[src/rtl/ctrl_pkg.sv]
// Shared types for the ALU-immediate control unit: FSM states, opcodes
// and the packed control word that carries every strobe.
package ctrl_pkg;

  localparam int OP_W = 5;

  typedef enum logic [2:0] {
    IDLE = 3'd0,
    T0   = 3'd1,
    T1   = 3'd2,
    T2   = 3'd3,
    T3   = 3'd4,
    T4   = 3'd5,
    T5   = 3'd6
  } state_t;

  localparam logic [OP_W-1:0] OP_ADDI = 5'b00011;
  localparam logic [OP_W-1:0] OP_ANDI = 5'b01011;
  localparam logic [OP_W-1:0] OP_ORI  = 5'b01010;
  localparam logic [OP_W-1:0] OP_HALT = 5'b11011;

  typedef struct packed {
    logic            pc_out;
    logic            inc_pc;
    logic            mar_in;
    logic            z_in;
    logic            zlo_out;
    logic            pc_in;
    logic            mdr_in;
    logic            mdr_out;
    logic            ir_in;
    logic            y_in;
    logic            c_out;
    logic            gra;
    logic            grb;
    logic            r_in;
    logic            r_out;
    logic            mem_read;
    logic            mem_enable;
    logic [OP_W-1:0] alu_op;
    logic            run;
    logic            instr_done;
    logic            illegal_op;
  } ctrl_word_t;

  function automatic logic is_alu_imm(input logic [OP_W-1:0] op);
    return (op == OP_ADDI) || (op == OP_ANDI) || (op == OP_ORI);
  endfunction

endpackage

[src/rtl/ctrl_decode.sv]
// Combinational Moore decode: state plus latched/live opcode to control word.
// The live IR opcode only matters in T3, where the instruction is classified.
module ctrl_decode
  import ctrl_pkg::*;
#(
  parameter int OPW = 5
) (
  input  state_t         state,
  input  logic [OPW-1:0] op_latch,
  input  logic [OPW-1:0] ir_op,
  output ctrl_word_t     cw
);

  always_comb begin
    cw = '0;
    case (state)
      IDLE: cw = '0;
      T0: begin
        cw.run    = 1'b1;
        cw.pc_out = 1'b1;
        cw.inc_pc = 1'b1;
        cw.mar_in = 1'b1;
        cw.z_in   = 1'b1;
      end
      T1: begin
        cw.run        = 1'b1;
        cw.zlo_out    = 1'b1;
        cw.pc_in      = 1'b1;
        cw.mdr_in     = 1'b1;
        cw.mem_read   = 1'b1;
        cw.mem_enable = 1'b1;
      end
      T2: begin
        cw.run     = 1'b1;
        cw.mdr_out = 1'b1;
        cw.ir_in   = 1'b1;
      end
      T3: begin
        cw.run = 1'b1;
        // HALT is legal but drives nothing; everything else unknown flags illegal
        if (is_alu_imm(ir_op)) begin
          cw.grb   = 1'b1;
          cw.r_out = 1'b1;
          cw.y_in  = 1'b1;
        end else if (ir_op != OP_HALT) begin
          cw.illegal_op = 1'b1;
        end
      end
      T4: begin
        cw.run    = 1'b1;
        cw.c_out  = 1'b1;
        cw.z_in   = 1'b1;
        cw.alu_op = OP_W'(op_latch);
      end
      T5: begin
        cw.run        = 1'b1;
        cw.zlo_out    = 1'b1;
        cw.gra        = 1'b1;
        cw.r_in       = 1'b1;
        cw.instr_done = 1'b1;
      end
      default: cw = '0;
    endcase
  end

endmodule

[src/rtl/alu_imm_control_unit.sv]
// Hardwired fetch/execute sequencer for addi/andi/ori. Define
// CTRL_ILLEGAL_HALT_EN to stop in IDLE on an illegal opcode instead of skipping it.
module alu_imm_control_unit
  import ctrl_pkg::*;
#(
  parameter int MEM_WAIT = 0,
  parameter int OPW      = 5
) (
  input  logic        Clock,
  input  logic        clear,
  input  logic [31:0] ir,
  input  logic        start,
  input  logic        stop,
  output logic        PCout,
  output logic        IncPC,
  output logic        MARin,
  output logic        Zin,
  output logic        Zlo_out,
  output logic        PCin,
  output logic        MDRin,
  output logic        MDRout,
  output logic        IRin,
  output logic        Yin,
  output logic        Cout,
  output logic        Gra,
  output logic        Grb,
  output logic        Rin,
  output logic        Rout,
  output logic        Mem_read,
  output logic        Mem_enable512x32,
  output logic [4:0]  alu_op,
  output logic        run,
  output logic        instr_done,
  output logic        illegal_op
);

  localparam logic [3:0] WAIT_INIT = MEM_WAIT[3:0];

  state_t         state_reg, state_next;
  logic [3:0]     wait_cnt_reg, wait_cnt_next;
  logic [OPW-1:0] op_latch_reg, op_latch_next;
  logic [OPW-1:0] ir_op;
  ctrl_word_t     cw;
  logic           unused_ir;

  assign ir_op     = ir[31 -: OPW];
  assign unused_ir = ^ir[31-OPW:0];

  always_ff @(posedge Clock or negedge clear) begin
    if (!clear) begin
      state_reg    <= IDLE;
      wait_cnt_reg <= '0;
      op_latch_reg <= '0;
    end else begin
      state_reg    <= state_next;
      wait_cnt_reg <= wait_cnt_next;
      op_latch_reg <= op_latch_next;
    end
  end

  always_comb begin
    state_next    = state_reg;
    wait_cnt_next = wait_cnt_reg;
    op_latch_next = op_latch_reg;
    case (state_reg)
      IDLE: if (start) state_next = T0;
      T0: begin
        state_next    = T1;
        wait_cnt_next = WAIT_INIT;
      end
      // Hold the read strobes until the memory has had MEM_WAIT extra cycles
      T1: begin
        if (wait_cnt_reg != 4'd0) wait_cnt_next = wait_cnt_reg - 4'd1;
        else                      state_next    = T2;
      end
      T2: state_next = T3;
      T3: begin
        op_latch_next = ir_op;
        if (is_alu_imm(ir_op))     state_next = T4;
        else if (ir_op == OP_HALT) state_next = IDLE;
        else begin
`ifdef CTRL_ILLEGAL_HALT_EN
          state_next = IDLE;
`else
          state_next = T0;
`endif
        end
      end
      T4: state_next = T5;
      T5: state_next = stop ? IDLE : T0;
      default: state_next = IDLE;
    endcase
  end

  ctrl_decode #(.OPW(OPW)) u_decode (
    .state    (state_reg),
    .op_latch (op_latch_reg),
    .ir_op    (ir_op),
    .cw       (cw)
  );

  assign PCout            = cw.pc_out;
  assign IncPC            = cw.inc_pc;
  assign MARin            = cw.mar_in;
  assign Zin              = cw.z_in;
  assign Zlo_out          = cw.zlo_out;
  assign PCin             = cw.pc_in;
  assign MDRin            = cw.mdr_in;
  assign MDRout           = cw.mdr_out;
  assign IRin             = cw.ir_in;
  assign Yin              = cw.y_in;
  assign Cout             = cw.c_out;
  assign Gra              = cw.gra;
  assign Grb              = cw.grb;
  assign Rin              = cw.r_in;
  assign Rout             = cw.r_out;
  assign Mem_read         = cw.mem_read;
  assign Mem_enable512x32 = cw.mem_enable;
  assign alu_op           = cw.alu_op;
  assign run              = cw.run;
  assign instr_done       = cw.instr_done;
  assign illegal_op       = cw.illegal_op;

endmodule

[config.mk]
export PLATFORM = sky130hd
export DESIGN_NAME = alu_imm_control_unit
export DESIGN_NICKNAME = d
export VERILOG_FILES = /design/src/rtl/ctrl_pkg.sv /design/src/rtl/ctrl_decode.sv /design/src/rtl/alu_imm_control_unit.sv
export SDC_FILE = /design/constraint.sdc
export NUM_CORES = 1
export LEC_CHECK = 0
export BUFFER_PORTS_ARGS = -buffer_cell sky130_fd_sc_hd__clkbuf_2
export CORE_ASPECT_RATIO = 0.75
export CORE_MARGIN = 8
export CORE_UTILIZATION = 40
export CTS_BUF_LIST = sky130_fd_sc_hd__clkbuf_8
export DETAILED_ROUTE_END_ITERATION = 8
export HOLD_SLACK_MARGIN = 0.1
export PLACE_DENSITY = 0.91
export SYNTH_ARGS = -nofsm -noshare
export SYNTH_HDL_FRONTEND = slang
export SYNTH_SLANG_ARGS = --single-unit
[constraint.sdc]
create_clock -name Clock -period 2.1 [get_ports Clock]
set_clock_uncertainty 0.15 [all_clocks]
set_input_delay 0.105 -clock Clock [delete_from_list [all_inputs] [get_ports Clock]]
set_output_delay 0.105 -clock Clock [all_outputs]
set_load 0.005 [all_outputs]
# Word level (Yosys, flattened, before mapping)
# Index checks and enable logic that the tools add are counted.
# op_classes
add_sub_neg,1
eq_ne,14
muxes,22
reduce_logical,10
# op_table
cell,count
one-hot mux 3 bit (7 select lines),1
2-to-1 mux 1 bit,12
2-to-1 mux 3 bit,4
== test 5 x 4 -> 1 bit (second input constant),2
== test 3 bit (second input constant),3
one-hot mux 4 bit (2 select lines),1
== test 3 x 2 -> 1 bit (second input constant),2
!= test 2 bit (second input constant),3
OR reduction 6 bit,1
== test 5 x 2 -> 1 bit (second input constant),1
== test 5 bit (second input constant),1
2-to-1 mux 5 bit,1
!= test 5 bit (second input constant),1
2-to-1 mux 2 bit,2
2-to-1 mux 4 bit,1
AND reduction 2 bit,2
nonzero test 4 bit,1
OR reduction 2 bit,2
subtractor 4 x 1 -> 4 bit (second input constant),1
== test 3 x 1 -> 1 bit (second input constant),1
zero test 3 bit,1
logical OR 1 bit,2
nonzero test 2 bit,1
# totals
ff_bits,12
input_bits,36

# Longest topological paths before layout
# depth
ltp_word,5
ltp_mapped,5
depth_no_buf,5

# By module
# From an unflattened synthesis, not the netlist that was laid out.
# unflattened
cells_unflattened,89
hier_area_um2,802.0
# by_module_without_submodules
module,instances,cells_each,area_each_um2,seq_area_each_um2
alu_imm_control_unit,1,53,574.3,300.3
ctrl_decode,1,36,227.7,0.0

# Worst setup path before layout
# OpenSTA, ideal clock, no wires.
# synth_path
kind,register -> register
start,reg wait_cnt_reg[0]
end,reg state_reg[0]
setup_time_ns,0.107
arrival_ns,1.436
required_time_ns,1.843
setup_slack_ns,0.408
path_stages_with_launch,6
path_buffers,0
path_cell_list,dfrtp_1 > inv_1 > ha_1 > or3b_1 > and2_1 > a2111oi_4
# synth_via
elab_chain_cells,3
# synth_rtl
element,line,source
"start, declared",alu_imm_control_unit.sv:40,"logic [3:0] wait_cnt_reg, wait_cnt_next;"
"start signal, assigned",alu_imm_control_unit.sv:56,wait_cnt_reg <= wait_cnt_next;
nonzero test 4 bit,alu_imm_control_unit.sv:73,if (wait_cnt_reg != 4'd0) wait_cnt_next = wait_cnt_reg - 4'd1;
!= test 2 bit (no line),n/a,
AND reduction 2 bit (no line),n/a,
"end signal, assigned",alu_imm_control_unit.sv:55,state_reg <= state_next;
"end, declared",alu_imm_control_unit.sv:39,"state_t state_reg, state_next;"
# No other way between the ends.
# A chain may end at the register's enable or synchronous reset.

# Final worst setup path
# layout_path
start,reg state_reg[1]
end,out Yin
# layout_via
elab_chain_cells,2
# layout_rtl
element,line,source
== test 3 bit,ctrl_decode.sv:16,case (state)
2-to-1 mux 1 bit,ctrl_decode.sv:16,
"end, declared",alu_imm_control_unit.sv:23,"output logic Yin,"
# No other way between the ends.

==> run summary <==
TritonCTS built the clock tree. The library cells used most frequently in the layout, excluding fill and tap cells, are sky130_fd_sc_hd__clkbuf_2 (33), sky130_fd_sc_hd__dfrtp_1 (12), sky130_fd_sc_hd__and3_1 (6), sky130_fd_sc_hd__dlygate4sd3_1 (6). The area fraction in compound gates after synthesis came out at 0.0840. The count of nets left with antenna violations once routing finished came out at 0. Walking the worst path, the cells encountered are nor3b_4 -> nand3_1 -> nor2_1 -> clkbuf_2.

The simple-gate area share of the yosys netlist came out at 0.275. For the worst-skew pair, the clock arrives at the later sink with an insertion delay of 0.24 ns. The residual overflow from global routing is 0. After synthesis, the largest family of logic cells by area is simple AND/OR/NAND/NOR gates.

Setup repair after global routing left no endpoint under its margin. The shortest period the worst path allows came out at 1.90 ns. The total standard cell area after synthesis is 820 um^2. Counting every sink on the clock net gives 12. The number of max-cap violations is 0.

The worst register-to-register path has a depth of 5. The maximum clock rate came out at 0.527 GHz. The logic depth of the worst setup path including buffers came out at 4. The endpoint identified for the worst register-to-register timing path is state_reg[0]$_DFFE_PN0P_. The starting density of the core came out at 0.414. The area growth from synthesis to layout came out at 28.9%.

The fraction of synthesized cell area in xor and xnor cells came out at 0. The clock-pin slew on the worst setup and hold paths is 0.05 ns. The top-level I/O count came out at 61.

The final-report setup violation count is 0. The first global-routing pass estimated 3220 um of wire. In this run the tightest slew margin relative to its limit is 0.659. The register area share after synthesis is 0.366. Once the clock tree was built, the resizer swapped 0 gates to a different size. The initialized floorplan defines 14 standard-cell rows. In the final layout, flip-flops and latches occupy 300 um^2. The total via count after detailed routing is 686. The number of global-route vias before repair came out at 655. The final core utilization is 0.534.

The floorplan die area is 3770 um^2. At the end of routability-driven placement, the weighted congestion stood at 0.806. The static leakage power came out at 0.556 nW. The first-pass iteration count of the detailed router is 4. The ratio of total power to cell area is 1120 nW/um^2.

The maximum fanout count along the critical path is 11. In this run the tool buffered the top-level ports with 33 buffer cells. The count of unresolved DRC violations after routing came out at 0. The filler cells instantiated in the layout total 165. The final-report max-slew violation count is 0. The tree is rooted in a sky130_fd_sc_hd__clkbuf_8.

Of the available clock period, the critical path in the final layout requires 0.903. The path class of the tightest hold or removal check is primary input to asynchronous set/reset pin. The number of antenna repair diodes is 0. The setup slack of the worst register-to-register path is 0.28 ns. The mux contribution to synthesized area is 0.105.

In the synthesized netlist, the number of instances is 83. After floorplanning, the core was sized to cover 1980 um^2. The worst register-to-register path begins at wait_cnt_reg[0]$_DFFE_PN0P_. The share of layout cells above drive strength 1 came out at 0.435. The worst setup path is captured at a primary output. The initial antenna violation count came to 0. The post-synthesis net count is 121. The clock buffer count from CTS is 3.

The maximum clock insertion buffer count came out at 2. The total global routing track utilization is 0.111. In this run the vertical extent of the chip is 55.2 um. In this run, synthesis produced a sequential element count of 12.

The slowest stage of the critical path is the sky130_fd_sc_hd__dfrtp_1 cell. The number of DRC markers in iteration 0 came out at 40. The critical path starts at state_reg[1]$_DFFE_PN0P_. The die width came out at 68.3 um. The worst endpoint required time is 1.85 ns. The maximum number of pins on one net before global-route repair came out at 13.

The final net count is 154. The area of the multi-input gates came out at 415 um^2. The post-detailed-placement half-perimeter wirelength is 1480 um. The run finished with clean final reports. The routed length per instance is 14.2 um.

The synthesized area divided by synthesized cell count is 9.87 um^2. The synthesized-area fraction occupied by adder cells came out at 0.0427. The number of flip-flops in the largest register is 5. Among cell families on the critical path, the largest total delay comes from simple AND/OR/NAND/NOR gates. The arrival time reported for the critical path endpoint is 1.64 ns. The final sum of negative setup slack came out at 0 ns. Using the TritonRoute via totals, the vias-per-cell ratio works out to 4.94.

The number of synthesis warnings is 0. The buffer and inverter count on the worst path is 1. Hold is met by 0.130 ns. Leaving out fill and tap cells, the most frequent cell in the layout is sky130_fd_sc_hd__clkbuf_2. The delay contributed by the slowest stage of the critical path is 0.50 ns. For the pin with the worst max-slew slack, the measured transition is 0.506 ns.

The final wirelength came out at 1980 um. The final-report hold violation count came to 0. The maximum VDD drop is 0.824 mV. The depth of the CTS H-tree is 1. The number of different library cells in the post-synthesis netlist came out at 32. Following the worst setup path forward leads to its endpoint at Yin. The worst setup path category is register to primary output.

The critical path startpoint category is a register.
cell usage after synthesis:
| cell | n | area share |
|---|---|---|
| sky130_fd_sc_hd__nand3_1 | 4 | 0.024 |
| sky130_fd_sc_hd__buf_4 | 10 | 0.092 |
| sky130_fd_sc_hd__nor2b_1 | 3 | 0.023 |
| sky130_fd_sc_hd__or2_2 | 2 | 0.015 |
| sky130_fd_sc_hd__ha_1 | 2 | 0.031 |
| sky130_fd_sc_hd__o21ai_1 | 1 | 0.0061 |
| sky130_fd_sc_hd__a21boi_0 | 1 | 0.0092 |
| sky130_fd_sc_hd__or2b_1 | 1 | 0.0092 |
| sky130_fd_sc_hd__nand2b_1 | 1 | 0.0076 |
| sky130_fd_sc_hd__a31oi_1 | 1 | 0.0076 |
| sky130_fd_sc_hd__o22ai_1 | 1 | 0.0076 |
| sky130_fd_sc_hd__nor3_1 | 2 | 0.012 |
| sky130_fd_sc_hd__nand2_1 | 5 | 0.023 |
| sky130_fd_sc_hd__clkbuf_2 | 1 | 0.0061 |
| sky130_fd_sc_hd__and2_1 | 3 | 0.023 |
| sky130_fd_sc_hd__clkbuf_1 | 1 | 0.0046 |
| sky130_fd_sc_hd__and3_1 | 6 | 0.046 |
| sky130_fd_sc_hd__nand4b_1 | 1 | 0.011 |
| sky130_fd_sc_hd__nor4_1 | 1 | 0.0076 |
| sky130_fd_sc_hd__o21ai_2 | 1 | 0.011 |
| sky130_fd_sc_hd__buf_2 | 1 | 0.0061 |
| sky130_fd_sc_hd__inv_1 | 4 | 0.018 |
| sky130_fd_sc_hd__nor2_1 | 3 | 0.014 |
| sky130_fd_sc_hd__nor3b_2 | 1 | 0.015 |
| sky130_fd_sc_hd__a2111oi_4 | 1 | 0.034 |
| sky130_fd_sc_hd__mux2_2 | 5 | 0.069 |
| sky130_fd_sc_hd__dfrtp_1 | 12 | 0.37 |
| sky130_fd_sc_hd__a21o_1 | 1 | 0.0092 |
| sky130_fd_sc_hd__nor3b_4 | 1 | 0.023 |
| sky130_fd_sc_hd__maj3_1 | 1 | 0.012 |
| sky130_fd_sc_hd__or3b_1 | 2 | 0.021 |
| sky130_fd_sc_hd__mux2i_1 | 3 | 0.037 |
worst reg2reg max path, stage by stage, from the launching register on:
cell and delay, ns:
sky130_fd_sc_hd__dfrtp_1 0.39, sky130_fd_sc_hd__inv_1 0.11, sky130_fd_sc_hd__ha_1 0.14, sky130_fd_sc_hd__or3b_1 0.39, sky130_fd_sc_hd__and2_1 0.24, sky130_fd_sc_hd__a2111oi_4 0.29
cells by family (layout without fill, tap and decap cells):
kind of cell,Yosys count,count (layout)
flip-flops,12,12
buffers and inverters,17,49
multiplexers,8,8
AO/OA/AOI/OAI,7,7
adder cells (fa/ha/maj),3,3
AND/OR/NAND/NOR,36,36
per-layer routing:
| metal | routed length [um] | global-route usage |
|---|---|---|
| met1 | 705 | 0.116 |
| met2 | 1110 | 0.203 |
| met3 | 137 | 0.0302 |
| met4 | 19 | 0.0350 |
| met5 | 0 | 0 |
area by class of cell:
type,count,share of cell area
clock buffer,4,0.0521
inverter,4,0.0142
multi-input combinational,54,0.393
sequential,12,0.284
tap,24,0.0284
timing repair buffer,41,0.227
power breakdown:
group	switching [mW]	internal [mW]	leakage, nW
Clock	0.0820	0.165	0.0288
Sequential	0.0964	0.307	0.153
Combinational	0.241	0.286	0.374
Total	0.419	0.759	0.556
how the worst min path moves through the flow:
stage	startpoint	endpoint	cells past startpoint
floorplan	clear	op_latch_reg[0]$_DFFE_PN0P_	0
global placement	clear	op_latch_reg[2]$_DFFE_PN0P_	1
detailed placement	clear	op_latch_reg[2]$_DFFE_PN0P_	1
CTS	clear	op_latch_reg[2]$_DFFE_PN0P_	2
global route	clear	op_latch_reg[2]$_DFFE_PN0P_	2
finish	clear	op_latch_reg[2]$_DFFE_PN0P_	2
stage by stage:
stage,instance area [um^2],total power [mW],std cells,worst slack [ns]
global route,1060,1.26,139,0.0825
CTS,1060,1.19,139,0.201
finish,1060,1.18,139,0.204
global placement,941,0.906,129,0.359
detailed placement,941,0.932,129,0.291
floorplan,820,0.788,83,0.408
what timing repair did:
action,CTS,global route
hold endpoints to repair,17,0
buffers inserted,0,0
hold buffers,6,0
No activity file was read; power rests on OpenSTA's default activity.
